[config.mk]
export PLATFORM = sky130hd
export DESIGN_NAME = rgb_status_pwm
export DESIGN_NICKNAME = d
export VERILOG_FILES = /design/src/rtl/rgb_status_pkg.sv /design/src/rtl/rgb_pwm_gen.sv /design/src/rtl/rgb_status_pwm.sv
export SDC_FILE = /design/constraint.sdc
export NUM_CORES = 1
export LEC_CHECK = 0
export ABC_AREA = 1
export ABC_CLOCK_PERIOD_IN_PS = 6600
export CORE_ASPECT_RATIO = 0.6
export CORE_UTILIZATION = 38
export CTS_CLUSTER_SIZE = 12
export DETAILED_ROUTE_END_ITERATION = 6
export HOLD_SLACK_MARGIN = 0.06
export PLACE_DENSITY = 0.67
export SLEW_MARGIN = 20
export SYNTH_ARGS = -nofsm -noshare
export SYNTH_HDL_FRONTEND = slang
export SYNTH_SLANG_ARGS = --single-unit
[constraint.sdc]
create_clock -name clk -period 6.6 [get_ports clk]
set_input_delay 0.99 -clock clk [delete_from_list [all_inputs] [get_ports clk]]
set_output_delay 0.99 -clock clk [all_outputs]
set_load 0.03 [all_outputs]
[src/rtl/rgb_status_pkg.sv]
// Shared state codes and colour indices for the number-game status LED driver.
package rgb_status_pkg;

    typedef enum logic [1:0] {
        ST_GEN = 2'd0,
        ST_OK  = 2'd1,
        ST_ERR = 2'd2
    } state_e;

    localparam int unsigned COL_RED     = 32'd0;
    localparam int unsigned COL_GREEN   = 32'd1;
    localparam int unsigned COL_BLUE    = 32'd2;
    localparam int unsigned NUM_COLOURS = 32'd3;

endpackage

[src/rtl/rgb_pwm_gen.sv]
// Prescaled PWM generator; the duty shadow only reloads on the period wrap so pulses are never cut short.
module rgb_pwm_gen #(
    parameter int PWM_BITS = 8,
    parameter int PRESCALE = 4
) (
    input  logic                clk,
    input  logic                rst,
    input  logic [PWM_BITS-1:0] brightness,
    output logic                pwm_on
);

    localparam int PS_W = (PRESCALE > 1) ? $clog2(PRESCALE) : 1;
    localparam logic [PS_W-1:0]     PS_LAST  = PS_W'(PRESCALE - 1);
    localparam logic [PWM_BITS-1:0] PWM_FULL = {PWM_BITS{1'b1}};

    logic [PS_W-1:0]     presc_r;
    logic [PWM_BITS-1:0] pwm_cnt_r;
    logic [PWM_BITS-1:0] shadow_r;
    logic                tick_s;

    assign tick_s = (presc_r == PS_LAST);

    // Prescaler: one PWM tick every PRESCALE clocks
    always_ff @(posedge clk or posedge rst) begin
        if (rst) begin
            presc_r <= {PS_W{1'b0}};
        end else if (tick_s) begin
            presc_r <= {PS_W{1'b0}};
        end else begin
            presc_r <= presc_r + 1'b1;
        end
    end

    // PWM counter wraps naturally; duty is captured only at the wrap tick
    always_ff @(posedge clk or posedge rst) begin
        if (rst) begin
            pwm_cnt_r <= {PWM_BITS{1'b0}};
            shadow_r  <= PWM_FULL;
        end else if (tick_s) begin
            pwm_cnt_r <= pwm_cnt_r + 1'b1;
            if (pwm_cnt_r == PWM_FULL) begin
                shadow_r <= brightness;
            end
        end
    end

    // All-ones means solid on, otherwise a compare against the running count
    assign pwm_on = (shadow_r == PWM_FULL) || (pwm_cnt_r < shadow_r);

endmodule

[src/rtl/rgb_status_pwm.sv]
// Status LED driver: blue while generating, green on match, blinking red on mismatch,
// each result held for a fixed time, all dimmed by PWM and fanned out to NUM_LEDS LEDs.
module rgb_status_pwm
    import rgb_status_pkg::*;
#(
    parameter int NUM_LEDS     = 4,
    parameter int PWM_BITS     = 8,
    parameter int PRESCALE     = 4,
    parameter int HOLD_CYCLES  = 50_000_000,
    parameter int BLINK_CYCLES = 12_500_000
) (
    input  logic                clk,
    input  logic                rst,
    input  logic                match,
    input  logic                not_match,
    input  logic                clear,
    input  logic [PWM_BITS-1:0] brightness,
    output logic [NUM_LEDS-1:0] rgb_red,
    output logic [NUM_LEDS-1:0] rgb_green,
    output logic [NUM_LEDS-1:0] rgb_blue,
    output logic [1:0]          state_o
);

    localparam int HOLD_W  = $clog2(HOLD_CYCLES);
    localparam int BLINK_W = (BLINK_CYCLES > 1) ? $clog2(BLINK_CYCLES) : 1;
    localparam logic [HOLD_W-1:0]  HOLD_LOAD  = HOLD_W'(HOLD_CYCLES - 1);
    localparam logic [BLINK_W-1:0] BLINK_LAST = BLINK_W'(BLINK_CYCLES - 1);

    state_e                 state_r, state_nxt_s;
    logic [HOLD_W-1:0]      hold_r, hold_nxt_s;
    logic                   err_entry_s;
    logic [BLINK_W-1:0]     blink_cnt_r;
    logic                   blink_phase_r;
    logic                   pwm_on_s;
    logic [NUM_COLOURS-1:0] colour_s;

    rgb_pwm_gen #(
        .PWM_BITS (PWM_BITS),
        .PRESCALE (PRESCALE)
    ) u_pwm (
        .clk        (clk),
        .rst        (rst),
        .brightness (brightness),
        .pwm_on     (pwm_on_s)
    );

    // Next-state and hold timer; clear beats match beats not_match
    always_comb begin
        state_nxt_s = state_r;
        hold_nxt_s  = hold_r;
        err_entry_s = 1'b0;
        if (clear) begin
            state_nxt_s = ST_GEN;
            hold_nxt_s  = {HOLD_W{1'b0}};
        end else if (match) begin
            state_nxt_s = ST_OK;
            hold_nxt_s  = HOLD_LOAD;
        end else if (not_match) begin
            state_nxt_s = ST_ERR;
            hold_nxt_s  = HOLD_LOAD;
            err_entry_s = 1'b1;
        end else begin
            case (state_r)
                ST_OK, ST_ERR: begin
                    if (hold_r == {HOLD_W{1'b0}}) begin
                        state_nxt_s = ST_GEN;
                    end else begin
                        hold_nxt_s = hold_r - 1'b1;
                    end
                end
                ST_GEN: begin
                    state_nxt_s = ST_GEN;
                    hold_nxt_s  = {HOLD_W{1'b0}};
                end
                default: begin
                    state_nxt_s = ST_GEN;
                    hold_nxt_s  = {HOLD_W{1'b0}};
                end
            endcase
        end
    end

    // State and hold registers
    always_ff @(posedge clk or posedge rst) begin
        if (rst) begin
            state_r <= ST_GEN;
            hold_r  <= {HOLD_W{1'b0}};
        end else begin
            state_r <= state_nxt_s;
            hold_r  <= hold_nxt_s;
        end
    end

    // Blink timer restarts on every ERR entry and idles at phase-on outside ERR
    always_ff @(posedge clk or posedge rst) begin
        if (rst) begin
            blink_cnt_r   <= {BLINK_W{1'b0}};
            blink_phase_r <= 1'b1;
        end else if (err_entry_s || (state_nxt_s != ST_ERR)) begin
            blink_cnt_r   <= {BLINK_W{1'b0}};
            blink_phase_r <= 1'b1;
        end else if (blink_cnt_r == BLINK_LAST) begin
            blink_cnt_r   <= {BLINK_W{1'b0}};
            blink_phase_r <= ~blink_phase_r;
        end else begin
            blink_cnt_r <= blink_cnt_r + 1'b1;
        end
    end

    // Colour selection from the current state; only one can be active
    always_comb begin
        colour_s            = {NUM_COLOURS{1'b0}};
        colour_s[COL_RED]   = (state_r == ST_ERR) && pwm_on_s && blink_phase_r;
        colour_s[COL_GREEN] = (state_r == ST_OK) && pwm_on_s;
        colour_s[COL_BLUE]  = (state_r == ST_GEN) && pwm_on_s;
    end

    // Output register, one clock behind the state/PWM update
    always_ff @(posedge clk or posedge rst) begin
        if (rst) begin
            rgb_red   <= {NUM_LEDS{1'b0}};
            rgb_green <= {NUM_LEDS{1'b0}};
            rgb_blue  <= {NUM_LEDS{1'b0}};
        end else begin
            rgb_red   <= {NUM_LEDS{colour_s[COL_RED]}};
            rgb_green <= {NUM_LEDS{colour_s[COL_GREEN]}};
            rgb_blue  <= {NUM_LEDS{colour_s[COL_BLUE]}};
        end
    end

    assign state_o = state_r;

endmodule

==> out/metrics.cfg, run 1 <==
[critical_path]
cpPeakStageDelay_ps=470
startpoint_type=input port
path_depth=9
r2r_start=hold_r[0]$_DFFE_PP0P_
rr_endpoint=hold_r[22]$_DFFE_PP0P_
required_ps=6810
path_class=in -> reg
reg2reg_setup_slack_ps=4450
slowest_stage=clkdlybuf4s50_1
path_buf_inv=3
endpoint_kind=register
rr_worst_depth=9
cp_max_fo=9
cpLargestDelayFamily=simple AND/OR/NAND/NOR gates
worstSetupEndpoint=hold_r[20]$_DFFE_PP0P_
crit_arrival_ps=2710
critPathLaunch=match
path_cells=clkdlybuf4s50_1, nor2_2, inv_1, nor2_4, nand3_4, nand2_2, inv_2, nand3_1, nand2_1

[drt]
dr.pass1.iters=5
viasPerCell=5.095
wire_per_inst_um=13.95
vias=3638
wirelength_mm=9.960
drc=0
drtIter0Drc=386
ant_nets=0

[clock_network]
clock_sinks=74
cts-resized-gates=0
numCtsBuffers=9
htreeDepth=3
clock-root-buffer=clkbuf_16
ctsHoldBuffers=0
clk_latency_ps=340
cts_buffer_depth=2
clk_pin_slew_ps=60
cts_tree=built
post-cts-setup-buffers=0

[global_route]
grt-busiest-layer=met1
antenna_found_initial=0
grt_pass1_vias=3352
grtUsageMet1_pct=27.84
met2_usage_pct=24.59
track_usage_pct=18.30
grt_max_degree=75
grt_overflow=0
grt_use_met3_pct=5.530
grt_pass1_wl_mm=16.88

[logic_synthesis]
synth_edf_count=0
ys.flop_type=dfrtp_1
synth-seq-cells=74
ys_async_sr_fraction_pct=100.0
yosysWarnings=0
avgSynthCellArea_um2=7.994
syn_inst=545
syn-num-nets=573
ys_seq_area_share_pct=42.76
syn_area_um2=4357
synth.distinct_cells=36

[power]
p_seq_share_pct=43.3
leakagePower_nw=2.147
p_sw_uw=274.2
switching_share_pct=24.63
comb_power_share_pct=9.6
power_density_nw_per_um2=221.8
internal_power_uw=839.2
clockPowerShare_pct=47.1
peakVddDrop_mv=0.1391
total_power_mw=1.113

[sta]
slew-limit-headroom_pct=37.70
worst_pin_slew_ps=934.6
finClkSkew_ps=5.932
worst_slack_ps=4093
hold_violations=0
finalSetupViolations=0
hold_slack_ps=432.8
maxSlewViolCount=0
fin_tns_setup_ps=0
fmax_mhz=398.8
period_share_pct=37.99
rsz0062_at_grt=false
period_minus_slack_ps=2507

[layout]
multi_input_area_um2=2120
diodes=0
fin_util_pct=46.28
fillers=1027
seqCellArea_um2=1863
design_area_um2=5021
nNetsFinal=598
syn_to_final_growth_pct=15.25
instances_no_fill=714
drive_above_1_share_pct=12.17

[place]
place_inst=698
place_hpwl_mm=7.579
dpl-instance-area_um2=4702
dpl_worst_slack_ps=3776
gp_congestion=0.9030
numPortBuffers=26

[flow_run]
drv_cap=0

[floorplan]
die-area_um2=11910
die_x_um=140.2
row_count=29
initial_core_util_pct=40.16
core-area_um2=10850
fp.dieH_um=84.94
ios=27

[outcome]
status=finished clean

[hold_path]
hold_class=reg -> reg
hold_start=u_pwm.presc_r[0]$_DFF_PP0_

==> cells in the mapped netlist (all sizes together) (2+ instances only) <==
library cell | number | area share (%)
dfstp | 9 | 5.4
nor2 | 97 | 11
a21o | 2 | 0.34
inv | 74 | 6.4
dfrtp | 65 | 37
ha | 15 | 4.3
o21a | 2 | 0.34
nand2 | 107 | 9.7
nor4 | 5 | 0.72
a21boi | 2 | 0.34
nor3 | 15 | 1.8
buf | 12 | 2.1
xnor2 | 5 | 1.0
o21ai | 13 | 1.5
o31ai | 2 | 0.34
xor2 | 21 | 4.2
a31o | 2 | 0.40
nand3b | 3 | 0.52
nand4 | 11 | 1.6
nand3 | 48 | 6.5
a21oi | 30 | 3.4
==> worst reg2reg max path: stages (launching register included) <==
cell and delay, ps:
dfrtp_1 390, inv_1 190, ha_1 230, nand2_1 140
nor2_4 250, nand3_1 260, nor2_1 300, nand3_1 120
nand3_1 100, nand2_1 50
==> cells in the final DEF, fill, tap and decap left out, types with 14 or more instances in the layout <==
cell type	Yosys	layout
dfrtp_1	65	65
clkdlybuf4s50_1	0	26
inv_1	72	71
a21oi_1	30	30
nor2_1	71	71
nor3_1	14	14
ha_1	15	15
xor2_1	21	21
nand2_1	100	100
nor2_2	17	17
nand3_1	44	44
==> area by class of cell <==
class,instances,share of cell area (%)
well taps,139,3.464
multi-input cells,384,42.21
clock inverters,6,1.794
flip-flops and latches,74,37.10
inverters,74,5.532
repair buffers,27,5.333
clock buffers,10,4.560
==> worst min-delay path by stage <==
stage                                       endpoint  cells after the start
after floorplan           u_pwm.presc_r[0]$_DFF_PP0_                      1
after global placement    u_pwm.presc_r[0]$_DFF_PP0_                      1
after detailed placement  u_pwm.presc_r[0]$_DFF_PP0_                      1
after CTS                 u_pwm.presc_r[0]$_DFF_PP0_                      1
after global routing      u_pwm.presc_r[0]$_DFF_PP0_                      1
final                     u_pwm.presc_r[0]$_DFF_PP0_                      1
==> power by group through the flow <==
stage               clock network [mW]  logic (mW)  registers, mW
floorplan                            0      0.0719          0.490
global placement                     0       0.103          0.489
detailed placement                   0       0.106          0.490
CTS                              0.539       0.107          0.482
global route                     0.558       0.119          0.484
finish                           0.525       0.107          0.482
==> cell families after synthesis <==
kind of cell	share of synthesized area (%)
flip-flops	42.76
adder cells (fa/ha/maj)	4.308
AND/OR/NAND/NOR	32.22
buffers and inverters	8.587
AO/OA/AOI/OAI	6.892
XOR/XNOR	5.227
==> state kept, by name (all words and copies together) (netlist names) <==
signal           cells
blink_cnt_r         24
blink_phase_r        1
hold_r              26
rgb_blue             1
rgb_green            1
rgb_red              1
state_o              2
u_pwm.presc_r        2
u_pwm.pwm_cnt_r      8
u_pwm.shadow_r       8
==> per-layer routing <==
metal  vias up  wire length, µm  part of all wire (%)
li1       1799                -                     -
met1      1672             5194                    52
met2       153             3852                    39
met3        14              805                   8.1
met4         0              108                   1.1
met5         -                0                     0
Power figures use the tool's default switching activity.
==> run 2: changes to the inputs <==
--- a/config.mk
+++ b/config.mk
@@ -6,7 +6,7 @@
 export NUM_CORES = 1
 export LEC_CHECK = 0
 export ABC_AREA = 1
-export ABC_CLOCK_PERIOD_IN_PS = 6600
+export ABC_CLOCK_PERIOD_IN_PS = 2360
 export CORE_ASPECT_RATIO = 0.6
 export CORE_UTILIZATION = 38
 export CTS_CLUSTER_SIZE = 12
==> constraint.sdc (replaced) <==
create_clock -name clk -period 2.36 [get_ports clk]
set_input_delay 0.354 -clock clk [delete_from_list [all_inputs] [get_ports clk]]
set_output_delay 0.354 -clock clk [all_outputs]
set_load 0.03 [all_outputs]
==> run 2 against run 1 <==
Die area unchanged. Critical endpoint is now hold_r[23]$_DFFE_PP0P_. Combinational power grew to 2.8 times the previous value. Clock skew is 2.0 ps higher. Critical path depth is the same. Utilization decreased by 0.24 points. Flip-flop and latch count unchanged. Sequential power grew to 2.8 times the previous value. Clock power is 140% higher.
==> out/metrics.cfg, run 2 (synthesis gave the netlist of run 1 again) <==
[place]
place_hpwl_mm=7.404
place_inst=699
dpl-instance-area_um2=4722
gp_congestion=0.9652
dpl_worst_slack_ps=334.6
numPortBuffers=26

[drt]
drtIter0Drc=406
vias=3665
drc=0
viasPerCell=5.126
wire_per_inst_um=13.73
dr.pass1.iters=5
ant_nets=0
wirelength_mm=9.817

[clock_network]
cts_tree=built
clk_latency_ps=340
ctsHoldBuffers=0
clock-root-buffer=clkbuf_16
cts_buffer_depth=2
post-cts-setup-buffers=0
numCtsBuffers=9
htreeDepth=3
clock_sinks=74
clk_pin_slew_ps=60
cts-resized-gates=0

[layout]
final_cell_mix=nand2_1, inv_1, nor2_1
instances_no_fill=715
diodes=0
design_area_um2=4995
largest_reg_flops=26
drive_above_1_share_pct=12.15
top_register=hold_r
biggestRegsByFlops=hold_r: 26 flops, blink_cnt_r: 24 flops
mostFrequentLayoutCell=nand2_1
syn_to_final_growth_pct=14.65
fin_util_pct=46.04
nNetsFinal=599

[critical_path]
endpoint_kind=register
crit_arrival_ps=2210
crit_top_cell=nand2_1
cp_max_fo=9
required_ps=2570
path_class=reg -> reg
cpPeakStageDelay_ps=400
path_buf_inv=2
startpoint_type=register
slowest_stage=ha_1
cpLargestDelayFamily=simple AND/OR/NAND/NOR gates
path_cells=inv_1, ha_1, nand2_1, nor2_4, nand3_4, nand2_2, inv_2, nand3_1, nand2_1

[sta]
maxSlewViolCount=0
finClkSkew_ps=7.897
hold_slack_ps=420.6
fmax_mhz=499.5
hold_violations=0
worst_pin_slew_ps=554.1
period_share_pct=84.83
worst_slack_ps=358.1
finalSetupViolations=0
rsz0062_at_grt=false
period_minus_slack_ps=2002
slew-limit-headroom_pct=62.96
fin_tns_setup_ps=0

[global_route]
antenna_found_initial=0
grt_overflow=0
track_usage_pct=18.00
grt_pass1_wl_mm=16.81
grt_max_degree=75
grt_pass1_vias=3353

[floorplan]
die_x_um=140.2
initial_core_util_pct=40.16
die-area_um2=11910
fp.dieH_um=84.94
ios=27
row_count=29
core-area_um2=10850

[power]
total_power_mw=2.923
leakagePower_nw=2.137
power_density_nw_per_um2=585.3
peakVddDrop_mv=0.3366

[outcome]
status=finished clean

[flow_run]
drv_cap=0

[hold_path]
hold_class=in -> async

-- run 2: changes by cell type in the layout (fill, tap and decap cells not counted) --
cell	previous run	this run
bufinv_16	2	0
clkinv_2	1	2
clkinv_4	1	0
clkbuf_1	1	2
buf_12	0	1
clkbuf_8	0	1
-- run 2: path summary, 6_finish.rpt --
kind	start	endpoint	slack, ps	cells after the start
worst min register to register	u_pwm.presc_r[0]$_DFF_PP0_	u_pwm.presc_r[0]$_DFF_PP0_	430	1
min in group clk	u_pwm.presc_r[0]$_DFF_PP0_	u_pwm.presc_r[0]$_DFF_PP0_	430	1
worst min-delay path	rst	u_pwm.pwm_cnt_r[0]$_DFFE_PP0P_	420	3
max in group asynchronous	rst	u_pwm.shadow_r[6]$_DFFE_PP1P_	1610	3
worst max register to register	state_o[1]$_DFF_PP0_	hold_r[23]$_DFFE_PP0P_	360	9
worst max-delay path	state_o[1]$_DFF_PP0_	hold_r[23]$_DFFE_PP0P_	360	9
-- run 2: where the power goes --
part / internal [mW] / total (mW) / switching (mW)
logic: 0.109 / 0.301 / 0.193
clock network: 0.741 / 1.27 / 0.534
registers: 1.31 / 1.35 / 0.0354
total: 2.16 / 2.92 / 0.762
-- run 2: metal layers --
| layer | up-vias | part of all wire, % | track usage (%) |
|---|---|---|---|
| met3 | 13 | 7.9 | 4.345 |
| met5 | - | 0 | 0 |
| met2 | 142 | 38 | 23.68 |
| li1 | 1790 | - | - |
| met1 | 1720 | 53 | 28.32 |
| met4 | 0 | 1.2 | 5.395 |
-- run 2: layout make-up --
class                   count  area (µm²)
clock inverters             4       26.28
multi-input cells         384        2120
flip-flops and latches     74        1863
well taps                 139       173.9
fillers                  1042        5854
clock buffers              12       246.5
inverters                  74       277.8
repair buffers             28       287.8
-- run 2: worst min-delay path: stages --
cell	delay [ps]
clkdlybuf4s50_1	410
inv_2	70
buf_12	330
